File: config.mk
export PLATFORM = sky130hd
export DESIGN_NAME = fu_dispatch
export DESIGN_NICKNAME = d
export VERILOG_FILES = /design/src/rtl/fu_dispatch.sv
export SDC_FILE = /design/constraint.sdc
export NUM_CORES = 1
export LEC_CHECK = 0
export CELL_PAD_IN_SITES_DETAIL_PLACEMENT = 1
export CELL_PAD_IN_SITES_GLOBAL_PLACEMENT = 2
export CORE_AREA = 2 2 271 273
export CTS_BUF_LIST = sky130_fd_sc_hd__clkbuf_4
export CTS_CLUSTER_DIAMETER = 100
export DETAILED_ROUTE_END_ITERATION = 7
export DIE_AREA = 0 0 273 275
export HOLD_SLACK_MARGIN = 0.1
export PLACE_DENSITY_LB_ADDON = 0.3
export SYNTH_ARGS = -nofsm -noshare
export SYNTH_HDL_FRONTEND = slang
export SYNTH_SLANG_ARGS = --single-unit
File: constraint.sdc
create_clock -name clk_i -period 2.4 [get_ports clk_i]
set_input_delay 0.48 -clock clk_i [delete_from_list [all_inputs] [get_ports clk_i]]
set_output_delay 0.48 -clock clk_i [all_outputs]
set_load 0.01 [all_outputs]
File: src/rtl/fu_dispatch.sv
// fu_dispatch: single-entry dispatch register between issue/read-operands and
// execute. Holds one instruction, drives the shared operand bus and one valid
// strobe for the target unit, and blocks fixed-latency-unit writers that
// would collide with an in-flight multiplier result on the FLU writeback port.
// Optional build macro FU_DISPATCH_PERF_EN adds saturating stall counters
// (stall_struct_o, stall_coll_o).

package fu_dispatch_pkg;
  typedef enum logic [3:0] {
    NONE, LOAD, STORE, ALU, CTRL_FLOW, MULT, CSR, FPU, FPU_VEC
  } fu_t;

  typedef struct packed {
    fu_t         fu;
    logic [7:0]  operation;
    logic [63:0] operand_a;
    logic [63:0] operand_b;
    logic [63:0] imm;
    logic [2:0]  trans_id;
  } fu_data_t;

  typedef struct packed {
    logic [1:0]  cf;
    logic [63:0] predict_address;
  } branchpredict_sbe_t;
endpackage

module fu_dispatch
  import fu_dispatch_pkg::*;
#(
  parameter int unsigned MULT_LAT = 1,
  parameter bit          FP_EN    = 1'b1
) (
  input  logic               clk_i,
  input  logic               rst_ni,
  input  logic               flush_i,
  input  logic               issue_valid_i,
  output logic               issue_ready_o,
  input  fu_data_t           issue_data_i,
  input  logic [63:0]        issue_pc_i,
  input  logic               issue_is_compressed_i,
  input  branchpredict_sbe_t issue_bp_i,
  output fu_data_t           fu_data_o,
  output logic [63:0]        pc_o,
  output logic               is_compressed_instr_o,
  output branchpredict_sbe_t branch_predict_o,
  output logic               alu_valid_o,
  output logic               branch_valid_o,
  output logic               csr_valid_o,
  output logic               mult_valid_o,
  output logic               lsu_valid_o,
  output logic               fpu_valid_o,
  input  logic               flu_ready_i,
  input  logic               lsu_ready_i,
  input  logic               fpu_ready_i,
  output logic               unsupported_o
`ifdef FU_DISPATCH_PERF_EN
  ,
  output logic [31:0]        stall_struct_o,
  output logic [31:0]        stall_coll_o
`endif
);

  logic                hold_q;
  logic [MULT_LAT-1:0] coll_q;

  logic is_alu, is_branch, is_csr, is_mult, is_lsu, is_fpu, is_none;
  logic is_flu, is_flu_wb;
  logic target_ready, collide, fire, drop, accept;

  // Decode the held instruction's functional-unit class
  always_comb begin
    is_alu    = 1'b0;
    is_branch = 1'b0;
    is_csr    = 1'b0;
    is_mult   = 1'b0;
    is_lsu    = 1'b0;
    is_fpu    = 1'b0;
    is_none   = 1'b0;
    unique case (fu_data_o.fu)
      ALU:          is_alu    = 1'b1;
      CTRL_FLOW:    is_branch = 1'b1;
      CSR:          is_csr    = 1'b1;
      MULT:         is_mult   = 1'b1;
      LOAD, STORE:  is_lsu    = 1'b1;
      FPU, FPU_VEC: is_fpu    = 1'b1;
      default:      is_none   = 1'b1;
    endcase
  end

  // Single-cycle FLU writers share the writeback port with the multiplier
  assign is_flu_wb = is_alu | is_branch | is_csr;
  assign is_flu    = is_flu_wb | is_mult;

  assign target_ready = (is_flu & flu_ready_i)
                      | (is_lsu & lsu_ready_i)
                      | (is_fpu & FP_EN & fpu_ready_i)
                      | is_none;

  assign collide = coll_q[0] & is_flu_wb;

  // Flush suppresses every strobe, so nothing can leave in the flush cycle
  assign fire   = hold_q & target_ready & ~collide & ~flush_i;
  assign drop   = hold_q & is_fpu & ~FP_EN & ~flush_i;
  assign accept = issue_valid_i & issue_ready_o;

  assign issue_ready_o = ~flush_i & (~hold_q | fire);

  assign alu_valid_o    = fire & is_alu;
  assign branch_valid_o = fire & is_branch;
  assign csr_valid_o    = fire & is_csr;
  assign mult_valid_o   = fire & is_mult;
  assign lsu_valid_o    = fire & is_lsu;
  assign fpu_valid_o    = fire & is_fpu;
  assign unsupported_o  = drop;

  // Occupancy of the holding register; a reload on fire keeps it full
  always_ff @(posedge clk_i or negedge rst_ni) begin
    if (!rst_ni) begin
      hold_q <= 1'b0;
    end else if (flush_i) begin
      hold_q <= 1'b0;
    end else if (accept) begin
      hold_q <= 1'b1;
    end else if (fire | drop) begin
      hold_q <= 1'b0;
    end
  end

  // Payload of the holding register, visible to execute even when not firing
  always_ff @(posedge clk_i or negedge rst_ni) begin
    if (!rst_ni) begin
      fu_data_o             <= '0;
      pc_o                  <= '0;
      is_compressed_instr_o <= 1'b0;
      branch_predict_o      <= '0;
    end else if (accept) begin
      fu_data_o             <= issue_data_i;
      pc_o                  <= issue_pc_i;
      is_compressed_instr_o <= issue_is_compressed_i;
      branch_predict_o      <= issue_bp_i;
    end
  end

  // Multiplier writeback tracker: entry 0 marks the cycle the port is taken
  always_ff @(posedge clk_i or negedge rst_ni) begin
    if (!rst_ni) begin
      coll_q <= '0;
    end else if (flush_i) begin
      coll_q <= '0;
    end else begin
      for (int i = 0; i < int'(MULT_LAT) - 1; i++) begin
        coll_q[i] <= coll_q[i+1];
      end
      coll_q[MULT_LAT-1] <= mult_valid_o;
    end
  end

`ifdef FU_DISPATCH_PERF_EN
  function automatic logic [31:0] sat_inc(input logic [31:0] v);
    return (v == 32'hFFFF_FFFF) ? v : v + 32'd1;
  endfunction

  // Stall accounting; counts survive flushes and clear only on reset
  always_ff @(posedge clk_i or negedge rst_ni) begin
    if (!rst_ni) begin
      stall_struct_o <= '0;
      stall_coll_o   <= '0;
    end else begin
      if (hold_q & ~target_ready) begin
        stall_struct_o <= sat_inc(stall_struct_o);
      end
      if (hold_q & target_ready & collide) begin
        stall_coll_o <= sat_inc(stall_coll_o);
      end
    end
  end
`endif

endmodule

# --- After elaboration in Yosys (flattened, before gate mapping) ---
# Index checks and enable logic that the tools add are counted.
word_totals:
  word_cells: 60
  input_bits: 345
  reg_bits: 340
  out_inout_bits: 346
classes:
  mux: 11
  n_bitwise: 25
  eq_ne: 8
  n_reduce_logical: 4
ops:
  columns: ["op", "count"]
  rows:
  - ["$eq A4 B3 Y1 const B", 4]
  - ["$and A1 B1 Y1", 15]
  - ["$mux W1", 11]
  - ["$eq A4 B2 Y1 const B", 2]
  - ["$reduce_or A8 Y1", 1]
  - ["$or A1 B1 Y1", 7]
  - ["$eq A4 B1 Y1 const B", 1]
  - ["$eq A4 B4 Y1 const B", 1]
  - ["$reduce_or A2 Y1", 2]
  - ["$not A1 Y1", 3]
  - ["$reduce_bool A3 Y1", 1]

# --- Longest topological paths before layout ---
# Gate-level depths: netlist of run 1.
logic_depth:
  depth_word: 17
  mapped_depth: 8
  mapped_depth_nobuf: 5

# --- Least setup slack after synthesis of run 1 ---
# Ideal clock, no wire load.
synth_path:
  path_type: "register to register"
  start: "register fu_data_o[206] in the netlist's numbering"
  end: "register branch_predict_o[0] in the netlist's numbering"
  setup_time_ps: 125
  synth_period_minus_slack_ps: 2296
  arrival_ps: 2172
  stages_incl_launch_ff: 9
  slack_ps: 104
  path_buffers: 3
  required_time_ps: 2275
  path_cell_list: "dfrtp_1 clkbuf_2 or3b_1 o211ai_1 o221ai_2 o311ai_4 buf_6 buf_6 mux2_2"
synth_between:
  elab_chain_len: 15
  elab_cells_between_ends: 35
  classes_between: "eq/ne (8); mux (7); bitwise (17); reduce/logical (3)"
synth_rtl:
  columns: ["element", "line", "text"]
  rows:
  - ["from (decl)", "43", "output fu_data_t fu_data_o,"]
  - ["from (signal assigned)", "138", "fu_data_o <= issue_data_i;"]
  - ["$eq A4 B2 Y1 or $eq A4 B3 Y1 (tied branches)", "80", "unique case (fu_data_o.fu)"]
  - ["$mux W1", "80", null]
  - ["$or A1 B1 Y1 (2 in a row)", "92", "assign is_flu_wb = is_alu | is_branch | is_csr;"]
  - ["$or A1 B1 Y1", "93", "assign is_flu = is_flu_wb | is_mult;"]
  - ["$and A1 B1 Y1", "95", "assign target_ready = (is_flu & flu_ready_i)"]
  - ["$or A1 B1 Y1", "96", "| (is_lsu & lsu_ready_i)"]
  - ["$or A1 B1 Y1", "97", "| (is_fpu & FP_EN & fpu_ready_i)"]
  - ["$or A1 B1 Y1", "98", "| is_none;"]
  - ["$and A1 B1 Y1", "103", "assign fire = hold_q & target_ready & ~collide & ~flush_i;"]
  - ["$and A1 B1 Y1 * (2 in a row)", "103", null]
  - ["$or A1 B1 Y1 *", "107", "assign issue_ready_o = ~flush_i & (~hold_q | fire);"]
  - ["$and A1 B1 Y1 *", "107", null]
  - ["$and A1 B1 Y1 *", "105", "assign accept = issue_valid_i & issue_ready_o;"]
  - ["to (signal assigned)", "141", "branch_predict_o <= issue_bp_i;"]
  - ["to (decl)", "46", "output branchpredict_sbe_t branch_predict_o,"]
# Mark *: on every way between the ends. The rest lies on a longest branch, timed or not.
# A chain may end at the register's enable or synchronous reset.

# --- Worst setup path in the final report of run 1 ---
layout_path:
  start: "register fu_data_o[204] in the netlist's numbering"
  end: "output lsu_valid_o"
layout_between:
  elab_chain_len: 13
  elab_cells_between_ends: 33
  classes_between: "eq/ne (8); mux (7); bitwise (15); reduce/logical (3)"
layout_rtl:
  columns: ["element", "line", "text"]
  rows:
  - ["$eq A4 B2 Y1 or $eq A4 B3 Y1 (tied branches)", "80", null]
  - ["$mux W1", "80", null]
  - ["$or A1 B1 Y1 (2 in a row)", "92", null]
  - ["$or A1 B1 Y1", "93", null]
  - ["$and A1 B1 Y1", "95", null]
  - ["$or A1 B1 Y1", "96", null]
  - ["$or A1 B1 Y1", "97", null]
  - ["$or A1 B1 Y1", "98", null]
  - ["$and A1 B1 Y1 (3 in a row)", "103", null]
  - ["$and A1 B1 Y1 *", "113", "assign lsu_valid_o = fire & is_lsu;"]
  - ["to (decl)", "51", "output logic lsu_valid_o,"]
# Marks and branches as above.

==> results of run 1 <==
## flip-flops by register name, indices dropped and copies added (netlist names)
register	count
coll_q	1
pc_o	64
hold_q	1
branch_predict_o	66
fu_data_o	207
is_compressed_instr_o	1
## per-stage QoR
step                      instances  hold WS (ns)  setup TNS (ns)
after floorplan                 762         0.184               0
after global placement         2435         0.476         -189.08
after detailed placement       2435         0.491         -202.47
after CTS                      2685         0.102         -111.58
after global routing           2692         0.125         -118.79
final                          2693         0.246          -90.79
## cells by family after synthesis
family / synth area share
AO/OA/AOI/OAI: 0.00750
XOR/XNOR: 0.000673
buffers and inverters: 0.0342
flip-flops: 0.654
multiplexers: 0.292
other: 0.000288
AND/OR/NAND/NOR: 0.0112
## routing by layer
metal,vias up,GRT usage,part of all wire,wire [µm]
li1,4579,-,-,-
met1,5105,0.140,0.35,19100
met2,516,0.249,0.52,27900
met3,97,0.0622,0.11,5710
met4,0,0.0479,0.025,1360
met5,-,0,0,0
## worst max-delay path, delay by kind of cell, from the launching register on
kind                   cells  cell delay (ns)
AND/OR/NAND/NOR            2             0.39
AO/OA/AOI/OAI              3             0.32
buffers and inverters      3             0.50
flip-flops                 1             0.43
## final cells by class
type | count | area (µm²) | area share
repair buffers | 844 | 9460 | 0.370
flip-flops and latches | 340 | 8510 | 0.333
multi-input cells | 378 | 5200 | 0.203
well taps | 959 | 1200 | 0.0469
clock buffers | 147 | 1100 | 0.0431
clock inverters | 20 | 96.3 | 0.00376
inverters | 2 | 10.0 | 0.000391
diodes | 3 | 7.51 | 0.000293
## where the power goes
group	internal, mW	switching (mW)	leakage, nW	total (mW)
Clock	2.78	2.63	0.729	5.41
Combinational	4.60	2.37	6.91	6.97
Sequential	6.90	0.708	3.99	7.61
## placed cells by master, fill, tap and decap left out, types with 2 or more instances in the layout
cell             count
diode_2              3
nand2b_1             4
clkbuf_4           147
buf_2                6
nand2_1              2
mux2_4             284
mux2_2              54
nor4_2               3
buf_4               42
nor2_1               6
clkdlybuf4s50_1    677
buf_8               17
dfrtp_2              3
clkinv_1            12
a21oi_2              3
buf_16              27
inv_2                3
buf_6               17
clkbuf_16            6
clkinv_4             2
dlygate4sd3_1        2
buf_12              48
dfrtp_1            337
inv_6                2
## repair_timing
| item | 4_1_cts | 5_1_grt |
|---|---|---|
| hold buffers | 2 | 0 |
| cloned | 34 | 6 |
| setup endpoints to repair | 381 | 398 |
| setup buffers | 49 | 21 |
| pin swaps | 3 | 12 |
| hold endpoints to repair | 321 | 0 |
| resized for setup | 369 | 105 |
## synthesized netlist by cell type (all sizes together), types with 2 or more instances
cell / count / area share
dfrtp: 340 / 0.65
mux2: 338 / 0.29
buf: 41 / 0.033
nor2: 7 / 0.0020
nor4: 5 / 0.0024
a21oi: 4 / 0.0015
nand2b: 4 / 0.0019
nand2: 3 / 0.00087
nor3: 3 / 0.0012
inv: 2 / 0.00058
## worst paths after layout
path                                                   from                                to  slack (ns)
max in group asynchronous                            rst_ni  branch_predict_o[65]$_DFFE_PN0P_        1.26
hold / removal                                       rst_ni         fu_data_o[38]$_DFFE_PN0P_        0.25
min in group clk_i                           issue_pc_i[49]              pc_o[49]$_DFFE_PN0P_        0.26
setup / recovery                 fu_data_o[204]$_DFFE_PN0P_                       lsu_valid_o       -0.53
hold reg to reg            branch_predict_o[59]$_DFFE_PN0P_  branch_predict_o[59]$_DFFE_PN0P_        0.50
setup reg to reg                 fu_data_o[203]$_DFFE_PN0P_        fu_data_o[147]$_DFFE_PN0P_       -0.39
==> out/metrics.csv, run 1 <==
metric;value;unit
status;complete, but fails checks;
failing checks;negative setup slack;
Setup Viol. Count Final;345;
Post-synth EDFFs;0;
unrepaired setup endpoints after global routing;true;
vias in the first global route;11900;
GRT Util Overall;0.138;
Die W;273;µm
Die Ht;275;µm
post-DP HPWL;36700;µm
Tcrit/Tclk final;1.22;
element type at the critical path end;output pin;
Placement Setup Slack;-0.650;ns
sequential-to-total area share from yosys stat;0.654;
site row count;99;
critical path arrival;2.45;ns
async set-reset flop share out of synthesis;1.00;
Final Total Pwr;20.0;mW
Setup Crit Path Kind;register to output pin;
share of layout cells above drive strength 1;0.390;
dpl cell area;21400;µm²
DRC violations left;0;
worst-path maximum fanout;7;
leakage;11.6;nW
grt ovf;0;
clk slew on worst S/H paths;0.06;ns
TritonCTS Buffers;101;
Synth warnings;0;
final worst slack;-0.526;ns
synthesized area;13000;µm²
initial antenna violation count;2;
max-cap violations;0;
Yosys reg bits;340;
f_max;0.342;GHz
first-pass iteration count of the detailed router;4;
slew margin rel.;0.584;
Synthesized Nets;1107;
Req. time, crit path;1.92;ns
fillcell total;7583;
Final Net Count;2012;
worst skew pair latency;0.82;ns
actual slew at the worst max-slew pin;0.625;ns
Hold Path Class;primary input to async pin;
post-route ant nets;0;
clk_skew;0.0542;ns
Top FF cell, synth;dfrtp_1;
slowest stage delay, CP;0.43;ns
CTS H-tree depth;3;
first-pass GRT wire length;77400;µm
CP cell instances;buf_4 > nor2_1 > o211ai_1 > o221ai_2 > o21ai_1 > buf_6 > nor4_4 > buf_2;
Clock Tree Buf Depth;3;
slowest stage cell, crit path;dfrtp_2;
Buffers on Ports;689;
Vias/cell;3.82;
Post-Syn Instances;762;
pin count of the biggest net entering global routing;59;
Initial Utilization;0.180;
Tmin final;2.93;ns
Placeable Area;72300;µm²
Sink Count;340;
worst r2r path cells;12;
Slew Viols, Final;0;
Total Wirelength;54100;µm
Wirelength per Cell;20.1;µm
Area growth syn-to-layout;96.6;%
CP Launch Type;register;
Finished Cell Area;25600;µm²
Max VDD drop;0.000400;V
Fin. Hold Viols;0;
CTS tree;yes;
Final Wtd Congestion;0.739;
P per Cell Area;781;nW/µm²
Clock Tree Root;clkbuf_4;
final core occ;0.354;
# IOs;691;
post-synthesis cell type count;28;
Syn Area/Cell;17.1;µm²
die area;75100;µm²
DR iter-0 viols;299;
routed via count;10300;
Note: power is estimated with default switching activity, not from simulation.
==> inputs of run 2 (changes only) <==
--- a/config.mk
+++ b/config.mk
@@ -13,6 +13,7 @@
 export DETAILED_ROUTE_END_ITERATION = 7
 export DIE_AREA = 0 0 273 275
 export HOLD_SLACK_MARGIN = 0.1
+export MAX_ROUTING_LAYER = met4
 export PLACE_DENSITY_LB_ADDON = 0.3
 export SYNTH_ARGS = -nofsm -noshare
 export SYNTH_HDL_FRONTEND = slang
==> out/metrics.csv, run 2 (synthesis results as in run 1) <==
metric;value;unit
site row count;99;
initial antenna violation count;2;
Crit path depth;8;
Total Wirelength;54300;µm
worst r2r src;fu_data_o[203]$_DFFE_PN0P_;
max-cap violations;0;
CP Launch Type;register;
combinational power share;0.349;
Int Power;14.3;mW
worst r2r path cells;12;
Slew Viols, Final;0;
actual slew at the worst max-slew pin;0.642;ns
post-route ant nets;0;
capturing point of the worst reg2reg path;fu_data_o[161]$_DFFE_PN0P_;
Setup crit start;fu_data_o[204]$_DFFE_PN0P_;
Cell Count, Final, Fillers Out;2694;
GRT Util Overall;0.142;
TritonCTS Buffers;101;
slew margin rel.;0.572;
Max VDD drop;0.000400;V
status;complete, but fails checks;
failing checks;negative setup slack;
Tmin final;2.91;ns
f_max;0.343;GHz
Top Registers;fu_data_o: 207 flops, branch_predict_o: 66 flops, pc_o: 64 flops;
slowest stage delay, CP;0.43;ns
final core occ;0.354;
Final Wtd Congestion;0.748;
Die W;273;µm
share of layout cells above drive strength 1;0.390;
Sw Ratio;0.286;
Clock Tree Buf Depth;3;
grt ovf;0;
Area growth syn-to-layout;96.9;%
slowest stage cell, crit path;dfrtp_2;
most common cell after layout, fill and taps aside;clkdlybuf4s50_1;
max reg flops;207;
Final Net Count;2013;
DRC violations left;0;
Tcrit/Tclk final;1.21;
Cells after DPL;2435;
leakage;11.6;nW
Wirelength per Cell;20.1;µm
Flop pwr share;0.381;
Switch Pwr;5.71;mW
routed via count;10300;
unrepaired setup endpoints after global routing;true;
Setup Viol. Count Final;345;
worst-path maximum fanout;7;
Fin. Hold Viols;0;
post-DP HPWL;36700;µm
element type at the critical path end;output pin;
vias in the first global route;12000;
Vias/cell;3.83;
kind of cell adding the most delay to the critical path;buffers and inverters;
capture point of the worst path;lsu_valid_o;
Clock Tree Root;clkbuf_4;
CTS H-tree depth;3;
Sink Count;340;
Req. time, crit path;1.92;ns
P per Cell Area;780;nW/µm²
# IOs;691;
CTS tree;yes;
most frequent cells in the layout;677 x clkdlybuf4s50_1, 337 x dfrtp_1, 281 x mux2_4;
R2R Setup Slk;-0.37;ns
die area;75100;µm²
Buffers on Ports;689;
clk_skew;0.0589;ns
Hold Path Class;primary input to async pin;
first-pass iteration count of the detailed router;4;
CP cell instances;buf_4 > nor2_1 > o211ai_1 > o221ai_2 > o21ai_1 > buf_6 > nor4_4 > buf_2;
worst skew pair latency;0.82;ns
critical path arrival;2.43;ns
Initial Utilization;0.180;
DR iter-0 viols;292;
clk slew on worst S/H paths;0.07;ns
first-pass GRT wire length;77100;µm
final worst slack;-0.513;ns
pin count of the biggest net entering global routing;59;
Setup Crit Path Kind;register to output pin;
clock power share;0.270;
Placeable Area;72300;µm²
Biggest register;fu_data_o;
Die Ht;275;µm
Buf/Inv on CP;3;
-- run 2: changes by cell type in the layout (fill, tap and decap cells not counted) --
cell	previous run	this run
buf_4	42	41
buf_8	17	16
buf_6	17	19
buf_16	27	30
mux2_2	54	57
mux2_4	284	281
buf_12	48	46
-- run 2: power by group through the flow --
stage	Combinational [mW]	Clock, mW	Sequential, mW
floorplan	1.45	0	8.09
global placement	5.69	0	7.59
detailed placement	5.74	0	7.65
CTS	6.91	5.75	7.60
global route	7.37	6.06	7.76
finish	6.98	5.40	7.61
-- run 2: worst min path at each step --
stage,slack (ns),to,start
6_report,0.24,fu_data_o[181]$_DFFE_PN0P_,rst_ni
5_1_grt,0.12,pc_o[49]$_DFFE_PN0P_,issue_pc_i[49]
4_1_cts,0.10,fu_data_o[182]$_DFFE_PN0P_,issue_data_i[182]
3_5_place_dp,0.49,fu_data_o[147]$_DFFE_PN0P_,fu_data_o[147]$_DFFE_PN0P_
3_3_place_gp,0.48,fu_data_o[147]$_DFFE_PN0P_,fu_data_o[147]$_DFFE_PN0P_
2_1_floorplan,0.18,branch_predict_o[0]$_DFFE_PN0P_,rst_ni
-- run 2: what timing repair did --
action                                 in CTS  in global routing
pin swaps                                   3                 12
cloned                                     34                  6
gates resized for setup                   369                 99
endpoints found under the hold margin     321                  0
setup endpoints to repair                 381                395
hold buffers                                2                  0
buffers inserted                           49                 19
-- run 2: worst reg2reg max path, delay by kind of cell, from the launching register on --
family,cells,cell delay (ns)
buf+inv,7,1.07
simple gates,1,0.36
mux,1,0.29
compound gates,3,0.53
flops,1,0.44
-- run 2: cell type report --
| type | count | area, µm² |
|---|---|---|
| Antenna cell | 3 | 7.51 |
| Clock buffer | 147 | 1100 |
| Clock inverter | 20 | 96.3 |
| Fill cell | 7585 | 46700 |
| Inverter | 2 | 10.0 |
| Multi-Input combinational cell | 378 | 5190 |
| Sequential cell | 340 | 8510 |
| Tap cell | 959 | 1200 |
| Timing Repair Buffer | 845 | 9510 |
-- run 2: routing by layer --
| metal | share of wire | wire length [µm] | track usage | up-vias |
|---|---|---|---|---|
| met1 | 0.36 | 19400 | 0.141 | 5144 |
| met3 | 0.10 | 5540 | 0.0602 | 84 |
| met5 | 0 | 0 | - | - |
| met2 | 0.52 | 28400 | 0.249 | 507 |
| li1 | - | - | - | 4581 |
| met4 | 0.017 | 903 | 0.0473 | 0 |
-- run 2: metrics by stage --
| stage | total power [mW] | hold WS, ns | area (µm²) | setup TNS (ns) | setup slack (ns) |
|---|---|---|---|---|---|
| 6_report | 20.0 | 0.242 | 25600 | -91.97 | -0.513 |
| 5_1_grt | 21.2 | 0.124 | 25600 | -119.97 | -0.697 |
| 3_5_place_dp | 13.4 | 0.491 | 21400 | -202.47 | -0.650 |
| 2_1_floorplan | 9.54 | 0.184 | 13000 | 0 | 0.104 |
| 3_3_place_gp | 13.3 | 0.476 | 21400 | -189.08 | -0.592 |
| 4_1_cts | 20.3 | 0.102 | 25300 | -111.58 | -0.668 |
